## src/rtl/seq_detect_prog_if.sv

```systemverilog
// Bus bundle for the programmable serial sequence detector: configuration
// write port, qualified serial input and detector outputs.
interface seq_detect_prog_if #(
  parameter int unsigned MAX_LEN = 8,
  parameter int unsigned LEN_W   = 5,
  parameter int unsigned CNT_W   = 8
);
  logic               cfg_we;
  logic [MAX_LEN-1:0] cfg_pattern;
  logic [LEN_W-1:0]   cfg_len;
  logic               cfg_overlap;
  logic               din_valid;
  logic               din;
  logic               y;
  logic               y_q;
  logic               cfg_err;
  logic [CNT_W-1:0]   match_count;

  // Stimulus side: drives configuration and serial data, observes results.
  modport master (
    output cfg_we, cfg_pattern, cfg_len, cfg_overlap, din_valid, din,
    input  y, y_q, cfg_err, match_count
  );

  // Detector side.
  modport slave (
    input  cfg_we, cfg_pattern, cfg_len, cfg_overlap, din_valid, din,
    output y, y_q, cfg_err, match_count
  );
endinterface

```

## src/rtl/seq_detect_prog.sv

```systemverilog
// Programmable serial sequence detector. Compares the last len bits of the
// qualified serial stream against a right-aligned pattern, with selectable
// overlapping / non-overlapping matching and a saturating match counter.
module seq_detect_prog #(
  parameter int unsigned        MAX_LEN     = 8,
  parameter int unsigned        LEN_W       = 5,
  parameter int unsigned        CNT_W       = 8,
  parameter logic [MAX_LEN-1:0] DEF_PATTERN = MAX_LEN'(8'b0000_1101),
  parameter int unsigned        DEF_LEN     = 4,
  parameter bit                 DEF_OVERLAP = 1'b1
) (
  input logic              clk,
  input logic              rst,
  seq_detect_prog_if.slave bus
);

  logic [MAX_LEN-1:0] pattern_q;
  logic [LEN_W-1:0]   len_q;
  logic               overlap_q;
  logic [MAX_LEN-1:0] hist_q;
  logic [LEN_W-1:0]   fill_q;
  logic [CNT_W-1:0]   count_q;
  logic               y_dly_q;
  logic               cfg_err_q;

  logic [MAX_LEN-1:0] mask;
  logic [MAX_LEN-1:0] cand;
  logic               accept;
  logic               hit;
  logic               cfg_ok;

  // Length mask, candidate window and Mealy match decision.
  always_comb begin
    mask = '0;
    for (int i = 0; i < int'(MAX_LEN); i++) begin
      mask[i] = (i < int'(len_q));
    end
    cand   = {hist_q[MAX_LEN-2:0], bus.din};
    // A config write steals the cycle, so its din bit is never looked at.
    accept = bus.din_valid && !bus.cfg_we && !rst;
    hit    = accept && (fill_q >= len_q - LEN_W'(1)) &&
             ((cand & mask) == (pattern_q & mask));
    cfg_ok = (bus.cfg_len >= LEN_W'(2)) && (bus.cfg_len <= LEN_W'(MAX_LEN));
  end

  // Reset, configuration writes and history / counter updates.
  always_ff @(posedge clk) begin
    if (rst) begin
      pattern_q <= DEF_PATTERN;
      len_q     <= LEN_W'(DEF_LEN);
      overlap_q <= DEF_OVERLAP;
      hist_q    <= '0;
      fill_q    <= '0;
      count_q   <= '0;
      y_dly_q   <= 1'b0;
      cfg_err_q <= 1'b0;
    end else begin
      cfg_err_q <= 1'b0;
      y_dly_q   <= hit;
      if (bus.cfg_we) begin
        if (cfg_ok) begin
          pattern_q <= bus.cfg_pattern;
          len_q     <= bus.cfg_len;
          overlap_q <= bus.cfg_overlap;
          hist_q    <= '0;
          fill_q    <= '0;
          count_q   <= '0;
        end else begin
          cfg_err_q <= 1'b1;
        end
      end else if (bus.din_valid) begin
        hist_q <= cand;
        // Non-overlapping: forget the matched bits by restarting the fill.
        if (hit && !overlap_q) begin
          fill_q <= '0;
        end else if (fill_q != LEN_W'(MAX_LEN)) begin
          fill_q <= fill_q + LEN_W'(1);
        end
        if (hit && (count_q != '1)) begin
          count_q <= count_q + CNT_W'(1);
        end
      end
    end
  end

  assign bus.y           = hit;
  assign bus.y_q         = y_dly_q;
  assign bus.cfg_err     = cfg_err_q;
  assign bus.match_count = count_q;

endmodule

```

## src/flat_wrapper.sv

```systemverilog
// flat-port wrapper written by rule: the top's interface ports become plain ports
module seq_detect_prog_flat 
#(
  parameter int unsigned        MAX_LEN     = 8,
  parameter int unsigned        LEN_W       = 5,
  parameter int unsigned        CNT_W       = 8,
  parameter logic [MAX_LEN-1:0] DEF_PATTERN = MAX_LEN'(8'b0000_1101),
  parameter int unsigned        DEF_LEN     = 4,
  parameter bit                 DEF_OVERLAP = 1'b1
)
  (clk, rst, bus_cfg_we, bus_cfg_pattern, bus_cfg_len, bus_cfg_overlap, bus_din_valid, bus_din, bus_y, bus_y_q, bus_cfg_err, bus_match_count);
  seq_detect_prog_if #(.MAX_LEN(MAX_LEN), .LEN_W(LEN_W), .CNT_W(CNT_W)) bus_i ();
  input logic clk;
  input logic rst;
  input wire logic [$bits(bus_i.cfg_we)-1:0] bus_cfg_we;
  input wire logic [$bits(bus_i.cfg_pattern)-1:0] bus_cfg_pattern;
  input wire logic [$bits(bus_i.cfg_len)-1:0] bus_cfg_len;
  input wire logic [$bits(bus_i.cfg_overlap)-1:0] bus_cfg_overlap;
  input wire logic [$bits(bus_i.din_valid)-1:0] bus_din_valid;
  input wire logic [$bits(bus_i.din)-1:0] bus_din;
  output wire logic [$bits(bus_i.y)-1:0] bus_y;
  output wire logic [$bits(bus_i.y_q)-1:0] bus_y_q;
  output wire logic [$bits(bus_i.cfg_err)-1:0] bus_cfg_err;
  output wire logic [$bits(bus_i.match_count)-1:0] bus_match_count;
  assign bus_i.cfg_we = bus_cfg_we;
  assign bus_i.cfg_pattern = bus_cfg_pattern;
  assign bus_i.cfg_len = bus_cfg_len;
  assign bus_i.cfg_overlap = bus_cfg_overlap;
  assign bus_i.din_valid = bus_din_valid;
  assign bus_i.din = bus_din;
  assign bus_y = bus_i.y;
  assign bus_y_q = bus_i.y_q;
  assign bus_cfg_err = bus_i.cfg_err;
  assign bus_match_count = bus_i.match_count;
  seq_detect_prog #(.MAX_LEN(MAX_LEN), .LEN_W(LEN_W), .CNT_W(CNT_W), .DEF_PATTERN(DEF_PATTERN), .DEF_LEN(DEF_LEN), .DEF_OVERLAP(DEF_OVERLAP)) u_core (.clk(clk), .rst(rst), .bus(bus_i));
endmodule
```

## config.mk

```make
export PLATFORM = sky130hd
export DESIGN_NAME = seq_detect_prog_flat
export DESIGN_NICKNAME = d
export VERILOG_FILES = /design/src/rtl/seq_detect_prog_if.sv /design/src/rtl/seq_detect_prog.sv /design/src/flat_wrapper.sv
export SDC_FILE = /design/constraint.sdc
export NUM_CORES = 1
export LEC_CHECK = 0
export ABC_AREA = 1
export BUFFER_PORTS_ARGS = -buffer_cell sky130_fd_sc_hd__clkbuf_2
export CORE_MARGIN = 2
export CORE_UTILIZATION = 59
export CTS_BUF_LIST = sky130_fd_sc_hd__clkbuf_8
export DETAILED_ROUTE_END_ITERATION = 8
export PLACE_DENSITY = 0.82
export SYNTH_ARGS = -nofsm -noshare
export SYNTH_HDL_FRONTEND = slang
export SYNTH_SLANG_ARGS = --single-unit
```

## constraint.sdc

```tcl
create_clock -name clk -period 3.1 [get_ports clk]
set_input_delay 0.155 -clock clk [delete_from_list [all_inputs] [get_ports clk]]
set_output_delay 0.155 -clock clk [all_outputs]
set_load 0.01 [all_outputs]
```

# --- Yosys cells after proc, flatten, opt, wreduce, memory -nomap -nowiden ---
# Cells that the tools add are included.
word_totals:
  out_inout_bits: 11
  latchBits: 0
  romBits: 0
  elab_cells: 59
  ramBits: 0
  ff_bits: 36
  mem_count: 0
op_classes:
  n_eq_ne: 4
  n_lt_le_gt_ge: 11
  n_bitwise: 3
  n_div: 0
  n_shift: 0
  muxes: 12
  reduce_logical: 18
  n_mul: 0
  n_addsub: 3
ops:
  columns: ["op", "count"]
  rows:
  - ["$mux 8", 4]
  - ["$mux 5", 5]
  - ["$lt 3x5->1 const A", 4]
  - ["$and 8x8->8", 2]
  - ["$mux 7", 2]
  - ["$lt 1x5->1 const A", 2]
  - ["$lt 2x5->1 const A", 2]
  - ["$add 8x1->8 const B", 1]
  - ["$eq 8x8->1", 1]
  - ["$ne 8x8->1 const B", 1]
  - ["$logic_and 1x1->1", 7]
  - ["$reduce_and 3->1", 2]
  - ["$add 5x1->5 const B", 1]
  - ["$ge 5x2->1 const B", 1]
  - ["$ge 5x5->1", 1]
  - ["$le 5x4->1 const B", 1]
  - ["$ne 5x4->1 const B", 1]
  - ["$sub 5x1->5 const B", 1]
  - ["$reduce_and 2->1", 2]
  - ["$reduce_bool 2->1", 2]
  - ["$logic_not 1->1", 3]
  - ["$reduce_bool 3->1", 1]
  - ["$ne 2x1->1 const B", 1]
  - ["$reduce_or 2->1", 1]
  - ["other kinds (2)", 2]

# --- Logic depth before layout (Yosys ltp) ---
# Gate-level depths: netlist of the first run.
logic_depth:
  ltp_word: 9
  mapped_depth: 17

# --- Least setup slack after synthesis of the first run ---
# Ideal clock, no wire load.
synth_path:
  path_kind: "register -> register"
  startpoint: "reg u_core.len_q[0]"
  endpoint: "reg u_core.count_q[2] (netlist: u_core.bus.match_count[2])"
  setup_ps: 114
  setup_slack_ps: 874
  n_path_buf: 0
  synth_period_minus_slack_ps: 2226
  t_arrival_ps: 2112
  required_ps: 2986
  path_stages_with_launch: 17
  cell_sequence: "dfxtp_1 > inv_1 > ha_1 > nand3_1 > xor2_1 > ha_1 > nand2_1 > nor2_1 > nand3_1 > nand2_1 > nand2_1 > nor3_4 > nand2_4 > nand2_8 > nand2_1 > nand2_1 > nor2_1"
synth_via:
  elab_chain_len: 7
  elab_cells_between_ends: 18
synth_rtl:
  columns: ["item", "line_no", "source"]
  rows:
  - ["start: declaration", "seq_detect_prog.sv:18", "logic [LEN_W-1:0] len_q;"]
  - ["start signal: assignment", "seq_detect_prog.sv:50", "len_q <= LEN_W'(DEF_LEN);"]
  - ["start signal: assignment", "seq_detect_prog.sv:63", "len_q <= bus.cfg_len;"]
  - ["$sub 5x1->5 (tied with other cells)", "seq_detect_prog.sv:41", "hit = accept && (fill_q >= len_q - LEN_W'(1)) &&"]
  - ["$ge 5x5->1 or $and 8x8->8 (tied branches)", "seq_detect_prog.sv:41, seq_detect_prog.sv:42", null]
  - ["$logic_and 1x1->1 or $eq 8x8->1 (tied branches)", "seq_detect_prog.sv:41, seq_detect_prog.sv:42", null]
  - ["$logic_and 1x1->1 (*)", "seq_detect_prog.sv:41", null]
  - ["net bus_y", "flat_wrapper.sv:21", "output wire logic [$bits(bus_i.y)-1:0] bus_y;"]
  - ["$logic_and 1x1->1 (*)", "seq_detect_prog.sv:79", "if (hit && (count_q != '1)) begin"]
  - ["$reduce_bool 2->1 (no line) (*)", null, null]
  - ["$reduce_and 3->1 (no line) (*)", null, null]
  - ["end signal: assignment", "seq_detect_prog.sv:80", "count_q <= count_q + CNT_W'(1);"]
  - ["end: declaration", "seq_detect_prog.sv:22", "logic [CNT_W-1:0] count_q;"]
# The timed path passes the listed nets; every way through them passes the cells marked *.
# A chain may end at the register's enable or synchronous reset.

# --- Final worst setup path of the first run ---
layout_path:
  startpoint: "reg u_core.len_q[0]"
  endpoint: "out bus_y"
layout_via:
  elab_chain_len: 4
  elab_cells_between_ends: 15
layout_rtl:
  columns: ["item", "line_no"]
  rows:
  - ["$sub 5x1->5 (tied with other cells)", "seq_detect_prog.sv:41"]
  - ["$ge 5x5->1 or $and 8x8->8 (tied branches)", "seq_detect_prog.sv:41, seq_detect_prog.sv:42"]
  - ["$logic_and 1x1->1 or $eq 8x8->1 (tied branches)", "seq_detect_prog.sv:41, seq_detect_prog.sv:42"]
  - ["$logic_and 1x1->1 (*)", "seq_detect_prog.sv:41"]
  - ["end: declaration", "flat_wrapper.sv:21"]
# Mark *: on every way between the ends. The rest lies on a longest branch, timed or not.

==> results of run 1 <==
synthesized netlist by cell type:
| library cell | count |
|---|---|
| o21ai_1 | 1 |
| nor2_2 | 1 |
| buf_6 | 1 |
| nor3_4 | 1 |
| xnor2_1 | 4 |
| nand2_4 | 2 |
| nand3_1 | 21 |
| a21oi_1 | 17 |
| dfxtp_1 | 36 |
| nor3_1 | 4 |
| nor2_4 | 3 |
| inv_1 | 31 |
| nand2_1 | 68 |
| clkbuf_1 | 5 |
| a21oi_4 | 1 |
| a32o_1 | 1 |
| nand2_8 | 1 |
| clkinv_4 | 1 |
| clkinv_1 | 1 |
| xor2_1 | 9 |
| nand3b_1 | 2 |
| nand3_2 | 1 |
| o21ai_0 | 14 |
| nor2_1 | 27 |
| buf_1 | 1 |
| nand4_1 | 1 |
| nand2_2 | 6 |
| inv_2 | 2 |
| a21oi_2 | 6 |
| o32ai_1 | 4 |
| ha_1 | 10 |
power by group:
group | internal [W] | switching [W] | leakage (nW)
logic | 0.0000452 | 0.0000817 | 0.713
clock network | 0.000235 | 0.000173 | 0.0593
registers | 0.000476 | 0.0000106 | 0.292
total | 0.000757 | 0.000265 | 1.06
layer usage:
layer,part of all wire [%],vias up,wire (um)
met5,0,-,0
met4,1.3,0,59
met3,4.9,6,217
met2,45,45,1980
met1,49,821,2130
li1,-,966,-
path summary, 6_finish.rpt:
kind | slack [ps] | startpoint | depth (start not counted) | end
max | 590 | u_core.len_q[0]$_SDFFE_PP0P_ | 12 | bus_y
min | 70 | bus_cfg_pattern[2] | 3 | u_core.pattern_q[2]$_SDFFE_PP1P_
max reg2reg | 680 | u_core.len_q[0]$_SDFFE_PP0P_ | 16 | u_core.bus.match_count[2]$_SDFFE_PP0P_
min reg2reg | 470 | u_core.pattern_q[5]$_SDFFE_PP0P_ | 2 | u_core.pattern_q[5]$_SDFFE_PP0P_
kinds of logic after synthesis:
| kind of cell | count (synthesis) |
|---|---|
| AO/OA/AOI/OAI | 44 |
| adder cells (fa/ha/maj) | 10 |
| buffers and inverters | 42 |
| flip-flops | 36 |
| XOR/XNOR | 13 |
| AND/OR/NAND/NOR | 138 |
area by class of cell:
class                      count  area [sq um]
timing repair buffer          29           145
fill                         323          1010
inverter                      35           136
clock inverter                 3          38.8
sequential                    36           721
tap                           46          57.6
clock buffer                   5          68.8
multi-input combinational    205          1160
placed cells by master, fill, tap and decap left out, types with 2 or more instances in the layout:
master,instances
a21oi_1,17
a21oi_2,6
clkbuf_2,29
clkbuf_8,5
dfxtp_1,36
ha_1,10
inv_1,32
inv_2,2
nand2_1,68
nand2_2,6
nand2_4,2
nand3_1,21
nand3b_1,2
nor2_1,27
nor2_4,3
nor3_1,4
o21ai_0,14
o32ai_1,4
xnor2_1,4
xor2_1,9
critical path, delay by kind of cell (launching register included):
kind	cells	cell delay (ps)
XOR/XNOR	1	150
adder cells (fa/ha/maj)	2	480
buffers and inverters	2	290
flip-flops	1	340
AND/OR/NAND/NOR	7	800
metrics by stage:
step | cell area (sq um) | total power, W | setup WS, ps
after global placement | 2220 | 0.000622 | 757
after detailed placement | 2220 | 0.000623 | 695
after floorplan | 2050 | 0.000588 | 874
after global routing | 2330 | 0.00107 | 421
after CTS | 2330 | 0.00102 | 591
final | 2330 | 0.00102 | 594
sequential cells by signal, indices dropped and copies added (netlist names):
signal                  cells
u_core.overlap_q            1
u_core.hist_q               7
u_core.bus.y_q              1
u_core.bus.cfg_err          1
u_core.fill_q               5
u_core.bus.match_count      8
u_core.len_q                5
u_core.pattern_q            8
==> key figures, run 1 <==
Timing
  • Tcrit/Tclk final: 80.8%
  • WHS: 70.0 ps
  • Final hold viol count: 0
  • Final Slew Violations: 0
  • Slew HR: 60.7%
  • Final setup TNS: 0 ps
  • RSZ-0062 raised after global routing: false
  • Final min period: 2510 ps
  • # setup viols final: 0
  • Clk_skew: 8.63 ps
  • Worst-Margin Slew: 589 ps
  • FMAX: 399 MHz

Synth
  • #FFs+latches synth: 36
  • Synthesized cell area: 2050 sq um
  • Netlist cell types: 31
  • Simple-Gate Fraction of Synth Area: 31.6%
  • Post-Synth Adder-Cell Area: 6.09%
  • Post-synth top area share: 35.1%
  • Synth Area in XOR/XNOR: 5.55%
  • Area contributors post-synth: dfxtp_1 (35%), nand2_1 (12%), ha_1 (6.1%)
  • Mean Syn Cell Area: 7.26 sq um
  • Mapped Cells: 283
  • Syn. warnings: 0
  • Combinational family with the most area after synthesis: simple AND/OR/NAND/NOR gates
  • Fraction of synthesized area in multiplexers: 0%
  • Complex-gate fraction of the synthesized area: 13.3%
  • Synthesized net count: 312
  • Synth area leader: dfxtp_1
  • Sequential area share after synthesis: 35.1%

Placed design
  • Buffers on Ports: 29
  • Post-detail-place hpwl: 3180 um
  • Gpl congestion: 0.863
  • Placed insts: 351

Worst hold path
  • Hold/Removal Path Class: in2reg

GRT
  • Vias in the first global route: 1747
  • Met1 usage: 32.9%
  • GR Layer Usage met2: 37.2%
  • GRT Max-Usage Layer: met2
  • First-pass GRT wire length: 7670 um
  • Total track usage: 24.4%
  • Initial antenna violation count: 0
  • Grt met3 use: 5.95%
  • Grt ovf: 0
  • Largest net degree at the start of global routing: 23

Clocking
  • H-tree depth: 2
  • CTS resizes: 0
  • Clock Latency Late Sink: 290 ps
  • Cts hold-fix bufs: 0
  • CTS tree: yes
  • Total setup buffers inserted after CTS: 0
  • Clock sink count: 36
  • CTS root buffer: clkbuf_8
  • Clock buffer depth: 2
  • CTS buffer count: 5
  • Clk slew on worst S/H paths: 70 ps

Critical path
  • CP Launch Type: register
  • CP max stage cell: dfxtp_1
  • CP Cell Sequence: inv_1, ha_1, nand3_1, xor2_1, ha_1, nand2_1, nor2_1, nand3_1, nand2_1, nand2_1, nor3_4, clkbuf_2
  • CP Capture Type: output port
  • Slowest stage delay, CP: 340 ps
  • Crit path DAT: 2350 ps
  • Most used cell, CP: nand2_1
  • CP Max Fanout: 4
  • Worst EP required: 2940 ps
  • Critical path class: reg2out

Die
  • DIE HEIGHT: 63.0 um
  • Starting Density: 61.5%
  • Boundary pin count: 30
  • Rows: 21
  • Core ar.: 3340 sq um
  • Chip Width: 63.0 um
  • Die area: 3970 sq um

Detailed routing
  • Vias: 1838
  • DR vias/cell: 5.12
  • WL/cell: 12.2 um
  • DRC: 0
  • Final wirelength: 4390 um
  • Iteration-0 DRC Markers: 69
  • DRT Pass-1 Iters: 4
  • DRT antenna net count: 0

Power
  • Pwr dens: 438 nW/um^2
  • Pleak: 1.06 nW
  • Max IR drop VDD: 338 uV

Layout
  • Final Core Density: 69.8%
  • Nets: 341
  • Finished Layout Cells: 359
  • Area Growth Syn to Fin: 13.5%
  • Antenna Cells: 0
  • Layout cells sized above 1: 19.5%

Outcome
  • Status: finished, final reports clean

Run
  • Max cap viols: 0
No activity file was read; power rests on OpenSTA's default activity.
==> run 2: changes to the inputs <==
--- a/config.mk
+++ b/config.mk
@@ -8,10 +8,10 @@
 export ABC_AREA = 1
 export BUFFER_PORTS_ARGS = -buffer_cell sky130_fd_sc_hd__clkbuf_2
 export CORE_MARGIN = 2
-export CORE_UTILIZATION = 59
+export CORE_UTILIZATION = 53
 export CTS_BUF_LIST = sky130_fd_sc_hd__clkbuf_8
 export DETAILED_ROUTE_END_ITERATION = 8
-export PLACE_DENSITY = 0.82
+export PLACE_DENSITY = 0.78
 export SYNTH_ARGS = -nofsm -noshare
 export SYNTH_HDL_FRONTEND = slang
 export SYNTH_SLANG_ARGS = --single-unit
==> constraint.sdc (replaced) <==
create_clock -name clk -period 2.1 [get_ports clk]
set_input_delay 0.105 -clock clk [delete_from_list [all_inputs] [get_ports clk]]
set_output_delay 0.105 -clock clk [all_outputs]
set_load 0.01 [all_outputs]
==> run 2 against run 1 <==
  * Sequential power up 47%
  * Register-to-register slack worse by 770 ps
  * The flow now finishes with violations (negative setup slack)
  * Critical path depth up 1
==> key figures, run 2 (synthesis gave the netlist of run 1 again) <==
Outcome
  • Violated checks: negative setup slack
  • Status: complete, but fails checks

Clocking
  • Clock Latency Late Sink: 290 ps (about the same)
  • Cts hold-fix bufs: 0 (unchanged)
  • CTS tree: yes
  • CTS buffer count: 5 (unchanged)
  • H-tree depth: 2 (unchanged)
  • Clock sink count: 36 (unchanged)
  • CTS root buffer: clkbuf_8
  • Clk slew on worst S/H paths: 70 ps (about the same)
  • Clock buffer depth: 2 (unchanged)

Critical path
  • Worst EP required: 2000 ps (-940 ps)
  • CP Launch Type: register
  • Critical path class: reg2out
  • Reg2reg path depth: 17 (+1)
  • Internal reg-to-reg setup slack: -90 ps (-770 ps)
  • CP Capture Type: output port
  • CP Max Fanout: 3 (-1)
  • Crit path DAT: 2120 ps (-230 ps)
  • Reg-to-Reg End: u_core.bus.match_count[2]$_SDFFE_PP0P_
  • RR Startpoint: u_core.len_q[0]$_SDFFE_PP0P_

Power
  • Pwr dens: 584 nW/um^2 (+33%)
  • Net Switching: 0.000384 W (+45%)
  • Max IR drop VDD: 408 uV (+21%)
  • Sequential power share: 50.2% (+2.6 points)
  • Total power draw: 0.00143 W (+40%)
  • Comb power frac: 15.0% (+2.6 points)
  • Internal Power: 0.00105 W (+38%)
  • Pleak: 1.13 nW (+6.0%)
  • Clock Power Share: 34.9% (-5.0 points)
  • Switching Share: 26.9% (+0.93 points)

Detailed routing
  • DRT Pass-1 Iters: 5 (+1)
  • Iteration-0 DRC Markers: 116 (+68%)
  • DRC: 0 (unchanged)
  • Final wirelength: 4500 um (+2.5%)
  • Vias: 1890 (+2.8%)
  • DR vias/cell: 5.05 (-1.3%)
  • DRT antenna net count: 0 (unchanged)
  • WL/cell: 12.0 um (-1.6%)

Die
  • Starting Density: 55.7% (-5.9 points)
  • Chip Width: 66.2 um (+5.2%)
  • Core ar.: 3690 sq um (+11%)
  • Boundary pin count: 30 (unchanged)
  • Die area: 4390 sq um (+11%)
  • Rows: 22 (+4.8%)
  • DIE HEIGHT: 66.2 um (+5.2%)

GRT
  • Total track usage: 23.5% (-0.94 points)
  • Largest net degree at the start of global routing: 22 (-4.3%)
  • First-pass GRT wire length: 7850 um (+2.4%)
  • Grt ovf: 0 (unchanged)
  • Initial antenna violation count: 0 (unchanged)
  • Vias in the first global route: 1747 (unchanged)

Layout
  • Final Core Density: 66.4% (-3.4 points)
  • Area Growth Syn to Fin: 19.3%
  • Area occupied by multi-input gates: 1200 sq um (+2.9%)
  • Layout cells sized above 1: 25.2% (+5.7 points)
  • Nets: 354 (+3.8%)
  • FF+latch area: 723 sq um (+0.35%)
  • FILL cells: 353 (+9.3%)
  • Antenna Cells: 0 (unchanged)
  • Most frequent cells in the layout: nand2_1 (66), dfxtp_1 (34), inv_1 (31)
  • Leading cell type in the layout, fill and taps excluded: nand2_1

Timing
  • Worst Setup Slack, final: -129 ps (-723 ps)
  • Worst-Margin Slew: 470 ps (-119 ps)
  • Final Slew Violations: 0 (unchanged)
  • # setup viols final: 14 (+14)
  • Final min period: 2230 ps
  • RSZ-0062 raised after global routing: true
  • FMAX: 449 MHz
  • Tcrit/Tclk final: 106%
  • Clk_skew: 4.17 ps (-4.46 ps)
  • Slew HR: 68.4% (+7.7 points)
  • Final hold viol count: 0 (unchanged)

Placed design
  • Buffers on Ports: 29 (unchanged)
  • Gpl congestion: 0.864 (about the same)
  • Post-detail-place hpwl: 3390 um (+6.6%)

Worst hold path
  • Worst Hold Path Cells: 3 (unchanged)
  • Hold path start: bus_cfg_pattern[2]
  • Hold/Removal Path Class: in2reg
  • Hold path endpoint: u_core.pattern_q[2]$_SDFFE_PP1P_

Run
  • Max cap viols: 0 (unchanged)
-- run 2: worst max path at each step --
stage,start,to,slack (ps),depth (start not counted)
after global placement,u_core.len_q[0]$_SDFFE_PP0P_,u_core.fill_q[1]$_SDFFE_PP0P_,-30,16
after floorplan,u_core.len_q[0]$_SDFFE_PP0P_,u_core.bus.match_count[2]$_SDFFE_PP0P_,5,16
after detailed placement,u_core.len_q[1]$_SDFFE_PP0P_,u_core.fill_q[1]$_SDFFE_PP0P_,-90,17
after CTS,u_core.len_q[0]$_SDFFE_PP0P_,bus_y,-200,13
final,u_core.len_q[0]$_SDFFE_PP0P_,bus_y,-130,13
after global routing,u_core.len_q[0]$_SDFFE_PP0P_,bus_y,-230,13
-- run 2: final cells by class --
cell class,instances,share of cell area [%]
Inverter,35,5.57
Clock inverter,2,0.307
Tap cell,48,2.45
Sequential cell,36,29.5
Clock buffer,6,3.37
Timing Repair Buffer,42,9.91
Multi-Input combinational cell,205,48.9
-- run 2: repair_timing --
| item | 4_1_cts | 5_1_grt |
|---|---|---|
| resized for setup | 4 | 0 |
| endpoints found under the setup margin | 13 | 14 |
| setup buffers | 2 | 0 |
| pin swaps | 9 | 2 |
-- run 2: per-layer routing --
layer  vias up  track usage [%]  wire length [um]
met5         -                0                 0
met4         0             6.12                48
met3         7             5.11               235
met2        46             40.6              2160
met1       847             29.3              2060
li1        990                -                 -
-- run 2: worst max-delay path, stage by stage, from the launching register on --
cell and delay, ps:
dfxtp_2 340, inv_2 80, ha_4 140, nand3_2 70, xor2_1 150, ha_1 290
nand2_1 70, nor2_1 80, nand3_1 70, nand2_1 70, nand2_2 80, nor3_4 150
buf_4 140, clkbuf_2 120
-- run 2: stage by stage --
stage	TNS [ps]	cells	setup WS [ps]	hold slack, ps	instance area, sq um
floorplan	0	283	5.01	218	2070
finish	-704	374	-129	26.8	2450
global placement	-30.8	364	-26.5	315	2330
global route	-2420	374	-230	48.6	2450
detailed placement	-386	364	-89.1	328	2330
CTS	-1300	374	-199	22.6	2450
-- run 2: power by group through the flow --
stage               registers (W)  clock network, W  logic (W)
floorplan                0.000732                 0   0.000141
finish                   0.000717          0.000498   0.000214
detailed placement       0.000732                 0   0.000209
global route             0.000718          0.000535   0.000244
global placement         0.000731                 0   0.000205
CTS                      0.000717          0.000509   0.000215
